==> config.mk <==
export PLATFORM = sky130hd
export DESIGN_NAME = sccb_cfg_sequencer
export DESIGN_NICKNAME = d
export VERILOG_FILES = /design/src/rtl/sccb_cfg_sequencer.sv
export SDC_FILE = /design/constraint.sdc
export NUM_CORES = 1
export LEC_CHECK = 0
export BUFFER_PORTS_ARGS = -buffer_cell sky130_fd_sc_hd__clkbuf_2
export CORE_ASPECT_RATIO = 1.1
export CORE_MARGIN = 2
export CORE_UTILIZATION = 55
export CTS_BUF_LIST = sky130_fd_sc_hd__clkbuf_16
export CTS_CLUSTER_SIZE = 30
export DETAILED_ROUTE_END_ITERATION = 8
export PLACE_DENSITY = 0.74
export SYNTH_ARGS = -nofsm -noshare
export SYNTH_HDL_FRONTEND = slang
export SYNTH_SLANG_ARGS = --single-unit
==> constraint.sdc <==
create_clock -name PCLK -period 4.5 [get_ports PCLK]
set_input_delay 0.9 -clock PCLK [delete_from_list [all_inputs] [get_ports PCLK]]
set_output_delay 0.9 -clock PCLK [all_outputs]
set_load 0.01 [all_outputs]
==> src/rtl/sccb_cfg_sequencer.sv <==
// Table-driven SCCB configuration sequencer: power-up wait, product-ID check,
// then walks a {sub_addr, value} ROM issuing SCCB writes until an end marker.
module sccb_cfg_sequencer #(
  parameter int unsigned TICKS_PER_MS   = 10000,
  parameter int unsigned PWR_DELAY_MS   = 10,
  parameter logic [6:0]  DEV_ID         = 7'h21,
  parameter logic [7:0]  PID_REG        = 8'h0A,
  parameter logic [7:0]  PID_EXPECT     = 8'h76,
  parameter int unsigned ROM_AW         = 8,
  parameter int unsigned TIMEOUT_CYCLES = 200000
) (
  input  logic              PCLK,
  input  logic              PRESETN,
  input  logic              go,
  input  logic              auto_start,
  output logic [ROM_AW-1:0] rom_addr,
  input  logic [15:0]       rom_data,
  output logic              sccb_start,
  output logic              sccb_rw,
  output logic [6:0]        sccb_id_addr,
  output logic [7:0]        sccb_sub_addr,
  output logic [7:0]        sccb_wdata,
  input  logic [7:0]        sccb_rdata,
  input  logic              sccb_done,
  output logic              busy,
  output logic              cfg_done,
  output logic              cfg_err,
  output logic [1:0]        err_code,
  output logic [ROM_AW-1:0] wr_count
);

  localparam logic [3:0] StIdle    = 4'd0;
  localparam logic [3:0] StPwrWait = 4'd1;
  localparam logic [3:0] StIdRd    = 4'd2;
  localparam logic [3:0] StIdChk   = 4'd3;
  localparam logic [3:0] StFetch   = 4'd4;
  localparam logic [3:0] StDecode  = 4'd5;
  localparam logic [3:0] StWr      = 4'd6;
  localparam logic [3:0] StGap     = 4'd7;
  localparam logic [3:0] StDly     = 4'd8;
  localparam logic [3:0] StDone    = 4'd9;
  localparam logic [3:0] StErr     = 4'd10;

  localparam logic [31:0] PwrTicks  = 32'(PWR_DELAY_MS * TICKS_PER_MS);
  localparam logic [31:0] ToLast    = 32'(TIMEOUT_CYCLES - 1);
  localparam logic [1:0]  ErrId     = 2'b01;
  localparam logic [1:0]  ErrTo     = 2'b10;
  localparam logic [1:0]  ErrOvr    = 2'b11;

  logic [3:0]        state_q, state_d;
  logic [31:0]       cnt_q, cnt_d;
  logic [31:0]       dly_tgt_q, dly_tgt_d;
  logic [31:0]       to_cnt_q, to_cnt_d;
  logic              done_q;
  logic              first_q;
  logic [ROM_AW-1:0] rom_addr_q, rom_addr_d;
  logic              start_q, start_d;
  logic              rw_q, rw_d;
  logic [7:0]        sub_q, sub_d;
  logic [7:0]        wdata_q, wdata_d;
  logic [7:0]        pid_q, pid_d;
  logic              cfg_done_q, cfg_done_d;
  logic              cfg_err_q, cfg_err_d;
  logic [1:0]        err_code_q, err_code_d;
  logic [ROM_AW-1:0] wr_count_q, wr_count_d;

  logic done_rise;
  logic timeout;
  logic addr_last;

  assign done_rise = sccb_done & ~done_q;
  assign addr_last = (rom_addr_q == {ROM_AW{1'b1}});

  always_comb begin
    state_d    = state_q;
    cnt_d      = cnt_q;
    dly_tgt_d  = dly_tgt_q;
    to_cnt_d   = to_cnt_q;
    rom_addr_d = rom_addr_q;
    start_d    = start_q;
    rw_d       = rw_q;
    sub_d      = sub_q;
    wdata_d    = wdata_q;
    pid_d      = pid_q;
    cfg_done_d = cfg_done_q;
    cfg_err_d  = cfg_err_q;
    err_code_d = err_code_q;
    wr_count_d = wr_count_q;
    timeout    = 1'b0;

    if (start_q) begin
      if (to_cnt_q == ToLast) begin
        timeout = 1'b1;
      end else begin
        to_cnt_d = to_cnt_q + 32'd1;
      end
    end

    case (state_q)
      StIdle: begin
        // go and the post-reset auto start collapse into one start
        if (go || (first_q && auto_start)) begin
          cfg_done_d = 1'b0;
          cfg_err_d  = 1'b0;
          err_code_d = 2'b00;
          wr_count_d = '0;
          rom_addr_d = '0;
          cnt_d      = '0;
          state_d    = StPwrWait;
        end
      end
      StPwrWait: begin
        if (cnt_q + 32'd1 >= PwrTicks) begin
          start_d  = 1'b1;
          rw_d     = 1'b1;
          sub_d    = PID_REG;
          to_cnt_d = '0;
          state_d  = StIdRd;
        end else begin
          cnt_d = cnt_q + 32'd1;
        end
      end
      StIdRd: begin
        if (timeout) begin
          start_d    = 1'b0;
          err_code_d = ErrTo;
          state_d    = StErr;
        end else if (done_rise) begin
          pid_d   = sccb_rdata;
          start_d = 1'b0;
          state_d = StIdChk;
        end
      end
      StIdChk: begin
        if (pid_q != PID_EXPECT) begin
          err_code_d = ErrId;
          state_d    = StErr;
        end else begin
          rom_addr_d = '0;
          state_d    = StFetch;
        end
      end
      StFetch: state_d = StDecode;
      StDecode: begin
        if (rom_data == 16'hFFFF) begin
          state_d = StDone;
        end else if (rom_data[15:8] == 8'hFE) begin
          dly_tgt_d = (rom_data[7:0] == 8'd0) ? 32'd1 :
                      32'(rom_data[7:0]) * TICKS_PER_MS;
          cnt_d     = '0;
          state_d   = StDly;
        end else begin
          sub_d    = rom_data[15:8];
          wdata_d  = rom_data[7:0];
          rw_d     = 1'b0;
          start_d  = 1'b1;
          to_cnt_d = '0;
          state_d  = StWr;
        end
      end
      StWr: begin
        if (timeout) begin
          start_d    = 1'b0;
          err_code_d = ErrTo;
          state_d    = StErr;
        end else if (done_rise) begin
          start_d    = 1'b0;
          wr_count_d = wr_count_q + ROM_AW'(1);
          if (addr_last) begin
            err_code_d = ErrOvr;
            state_d    = StErr;
          end else begin
            rom_addr_d = rom_addr_q + ROM_AW'(1);
            state_d    = StGap;
          end
        end
      end
      StGap: begin
        // never re-request while the previous done level is still high
        if (!sccb_done) state_d = StFetch;
      end
      StDly: begin
        if (cnt_q + 32'd1 >= dly_tgt_q) begin
          if (addr_last) begin
            err_code_d = ErrOvr;
            state_d    = StErr;
          end else begin
            rom_addr_d = rom_addr_q + ROM_AW'(1);
            state_d    = StFetch;
          end
        end else begin
          cnt_d = cnt_q + 32'd1;
        end
      end
      StDone: begin
        cfg_done_d = 1'b1;
        state_d    = StIdle;
      end
      StErr: begin
        cfg_err_d = 1'b1;
        state_d   = StIdle;
      end
      default: state_d = StIdle;
    endcase
  end

  always_ff @(posedge PCLK or negedge PRESETN) begin
    if (!PRESETN) begin
      state_q    <= StIdle;
      cnt_q      <= '0;
      dly_tgt_q  <= '0;
      to_cnt_q   <= '0;
      done_q     <= 1'b0;
      first_q    <= 1'b1;
      rom_addr_q <= '0;
      start_q    <= 1'b0;
      rw_q       <= 1'b0;
      sub_q      <= '0;
      wdata_q    <= '0;
      pid_q      <= '0;
      cfg_done_q <= 1'b0;
      cfg_err_q  <= 1'b0;
      err_code_q <= '0;
      wr_count_q <= '0;
    end else begin
      state_q    <= state_d;
      cnt_q      <= cnt_d;
      dly_tgt_q  <= dly_tgt_d;
      to_cnt_q   <= to_cnt_d;
      done_q     <= sccb_done;
      first_q    <= 1'b0;
      rom_addr_q <= rom_addr_d;
      start_q    <= start_d;
      rw_q       <= rw_d;
      sub_q      <= sub_d;
      wdata_q    <= wdata_d;
      pid_q      <= pid_d;
      cfg_done_q <= cfg_done_d;
      cfg_err_q  <= cfg_err_d;
      err_code_q <= err_code_d;
      wr_count_q <= wr_count_d;
    end
  end

  assign rom_addr      = rom_addr_q;
  assign sccb_start    = start_q;
  assign sccb_rw       = rw_q;
  assign sccb_id_addr  = DEV_ID;
  assign sccb_sub_addr = sub_q;
  assign sccb_wdata    = wdata_q;
  assign busy          = (state_q != StIdle);
  assign cfg_done      = cfg_done_q;
  assign cfg_err       = cfg_err_q;
  assign err_code      = err_code_q;
  assign wr_count      = wr_count_q;

endmodule

==> results.tsv <==
metric	value	unit
grt_pass1_wl	33100	µm
dieHeight	137	µm
drt-wirelength-per-cell	15.5	µm
fmax	0.233	GHz
skew	6.59	ps
critPathArrivalTime	4590	ps
grtUsageTotal	23.7	%
p_total	4.47	mW
place.gp.congestion	0.920	
timing.rr.start	cnt_q[12]	
max_cap_violations	0	
design_area	10100	µm²
synth_cell_type_count	73	
power_leakage	4.78	nW
cp_data_required_time	4810	ps
synthFlopType	dfrtp_1	
combPwrFrac	34.5	%
pwr-share-seq	34.9	%
hold_viol	0	
period_minus_slack	4280	ps
fin_nets	1136	
slowest_delay	540	ps
grt_pass1_vias	6909	
max_slew.worst_pin.slew	1040	ps
swShare	36.3	%
final_antenna_net_count	0	
gr-total-overflow	0	
antenna_found_initial	0	
fin_setup_tns	0	ps
syn-instance-count	948	
via_count	7074	
fin_crit_sh	95.2	%
crit_start	cnt_q[12]	
path_cells	and4_1 > nand4_1 > or3_1 > xnor2_1 > ha_1 > nand3_1 > nand2_1 > a2111oi_1 > o21ai_0 > o32a_1 > or3_1 > o21ai_1 > nor2b_1 > mux2_2	
ys_warn_count	0	
crit_slowest_cell	dfrtp_1	
drt_iter0_drc	396	
status	finished clean	
antenna_cells	0	
async_reset_ff_share	100	%
cts_buffers	17	
clockRootBuffer	clkbuf_16	
core_area	15700	µm²
powerDensity	442	nW/µm²
cts_tree	yes	
cp_top_family	simple AND/OR/NAND/NOR gates	
clkSinkCount	135	
ys_seq_area_share	38.4	%
avgSynthCellArea	9.28	µm²
synth.cell_area	8800	µm²
via_per_inst	5.69	
drc	0	
rows	48	
first_pass_iters	7	
ir_drop	0.295	mV
synth_edf_count	0	
start_util	56.1	%
yosysTopAreaCell	dfrtp_1	
final_max_slew_viol_count	0	
top_level_ports	75	
end_kind	register	
h-tree-depth	4	
clkTransAtPathRegs	60	ps
drt_wl_total	19300	µm
clkPwrFrac	30.6	%
dpl.hpwl	14000	µm
switchingPower	1.62	mW
fillers	1283	
setup_viol	0	
area_growth	15.1	%
placed_cells	1210	
drive_above_1_share	18.0	%
die_w	125	µm
ys_seq_elements	135	
clock_latency	430	ps
min_path_type	primary input to async pin	
cp_num_buf_inv	0	
setup.worst_path.start_class	register	
place_area	9490	µm²
fin_cells	1243	
clk_path_buf_depth	2	
synthTopCellsByArea	dfrtp_1 (38%), ha_1 (9.2%), nor2_1 (3.8%)	
finish.utilization	64.6	%
worstSetupPathType	register to register	
cpMostUsedCell	or3_1	
grt_start_max_net_pins	82	
post-synth-top-area-fraction	38.1	%
die-area	17000	µm²
critPathMaxFanout	12	
slew_headroom	30.2	%
portBuffers	67	
intPower	2.85	mW
==> layout by cell type, fill, tap and decap left out, drive strengths merged, types with 32 or more instances in the layout <==
| master | n |
|---|---|
| buf | 40 |
| clkbuf | 83 |
| dfrtp | 134 |
| ha | 65 |
| inv | 75 |
| nand2 | 64 |
| nand3 | 45 |
| nor2 | 89 |
| o21ai | 56 |
| xnor2 | 32 |
| xor2 | 36 |
==> state kept, by name, indices dropped and copies added (netlist names), 2 cells and up <==
| signal | flops |
|---|---|
| rom_addr | 8 |
| to_cnt_q | 32 |
| state_q | 4 |
| err_code | 2 |
| dly_tgt_q | 19 |
| cnt_q | 32 |
| sccb_wdata | 8 |
| wr_count | 8 |
| pid_q | 8 |
| sccb_sub_addr | 8 |
==> cell type report <==
class / instances / area (µm²) / share of cell area (%)
clock buffers: 17 / 425 / 4.20
clock inverters: 15 / 154 / 1.52
inverters: 72 / 270 / 2.67
multi-input cells: 698 / 5000 / 49.4
flip-flops and latches: 135 / 3380 / 33.4
well taps: 200 / 250 / 2.47
repair buffers: 106 / 647 / 6.39
==> metrics by stage <==
stage               hold WS (ps)  worst slack (ps)
floorplan                    466             -4.97
global placement             479              -217
detailed placement           478              -243
CTS                          499               149
global route                 518             -15.8
finish                       481               215
==> cells by family after synthesis <==
| group | synth area share, % |
|---|---|
| AOI/OAI and AO/OA | 13.7 |
| xor gates and xnor gates | 6.77 |
| adders and majority gates | 12.0 |
| buffers and inverters | 5.79 |
| DFF | 38.4 |
| muxes | 3.04 |
| other | 0.0854 |
| and+or+nand+nor | 20.2 |
==> path summary, 6_finish.rpt <==
kind / to / slack [ps] / cells after the start
worst max-delay path: err_code[1] / 220 / 14
worst min-delay path: dly_tgt_q[7] / 480 / 1
worst max register to register: err_code[1] / 220 / 14
worst min register to register: dly_tgt_q[19] / 490 / 1
max in group asynchronous: first_q / 3000 / 2
min in group PCLK: dly_tgt_q[19] / 490 / 1
==> routing by layer <==
layer	GRT usage, %	share of wire, %	wire length, µm	vias to the layer above
met3	4.77	4.4	856	30
li1	-	-	-	3506
met5	0	0	0	-
met4	7.12	1.7	332	0
met1	31.8	46	8970	3366
met2	39.2	47	9150	172
==> repair_timing <==
action	4_1_cts	5_1_grt
resized for setup	0	10
setup endpoints to repair	0	47
hold buffers	0	0
buffers inserted	0	1
==> synth_stat cells, drive strengths merged, types with 18 or more instances <==
cell type,number
nand3,45
a21oi,22
inv,72
nand2,64
clkbuf,32
xnor2,32
mux2,22
o21ai,56
xor2,36
and2,18
nor2,89
nand4,22
dfrtp,134
and3,22
ha,65
nor3,21
==> power by group through the flow <==
stage	Clock (mW)	Combinational (mW)	Sequential (mW)
after floorplan	0	1.06	1.54
after global placement	0	1.48	1.57
after detailed placement	0	1.51	1.58
after CTS	1.40	1.53	1.56
after global routing	1.45	1.72	1.59
final	1.37	1.54	1.56
==> worst register-to-register path: stages (launching register included) <==
cell	delay [ps]
dfrtp_1	540
and4_1	360
nand4_1	150
or3_1	390
xnor2_1	230
ha_1	290
nand3_1	90
nand2_1	60
a2111oi_1	380
o21ai_0	150
o32a_1	340
or3_1	380
o21ai_1	370
nor2b_1	140
mux2_2	300
(Power assumes the default switching activity.)
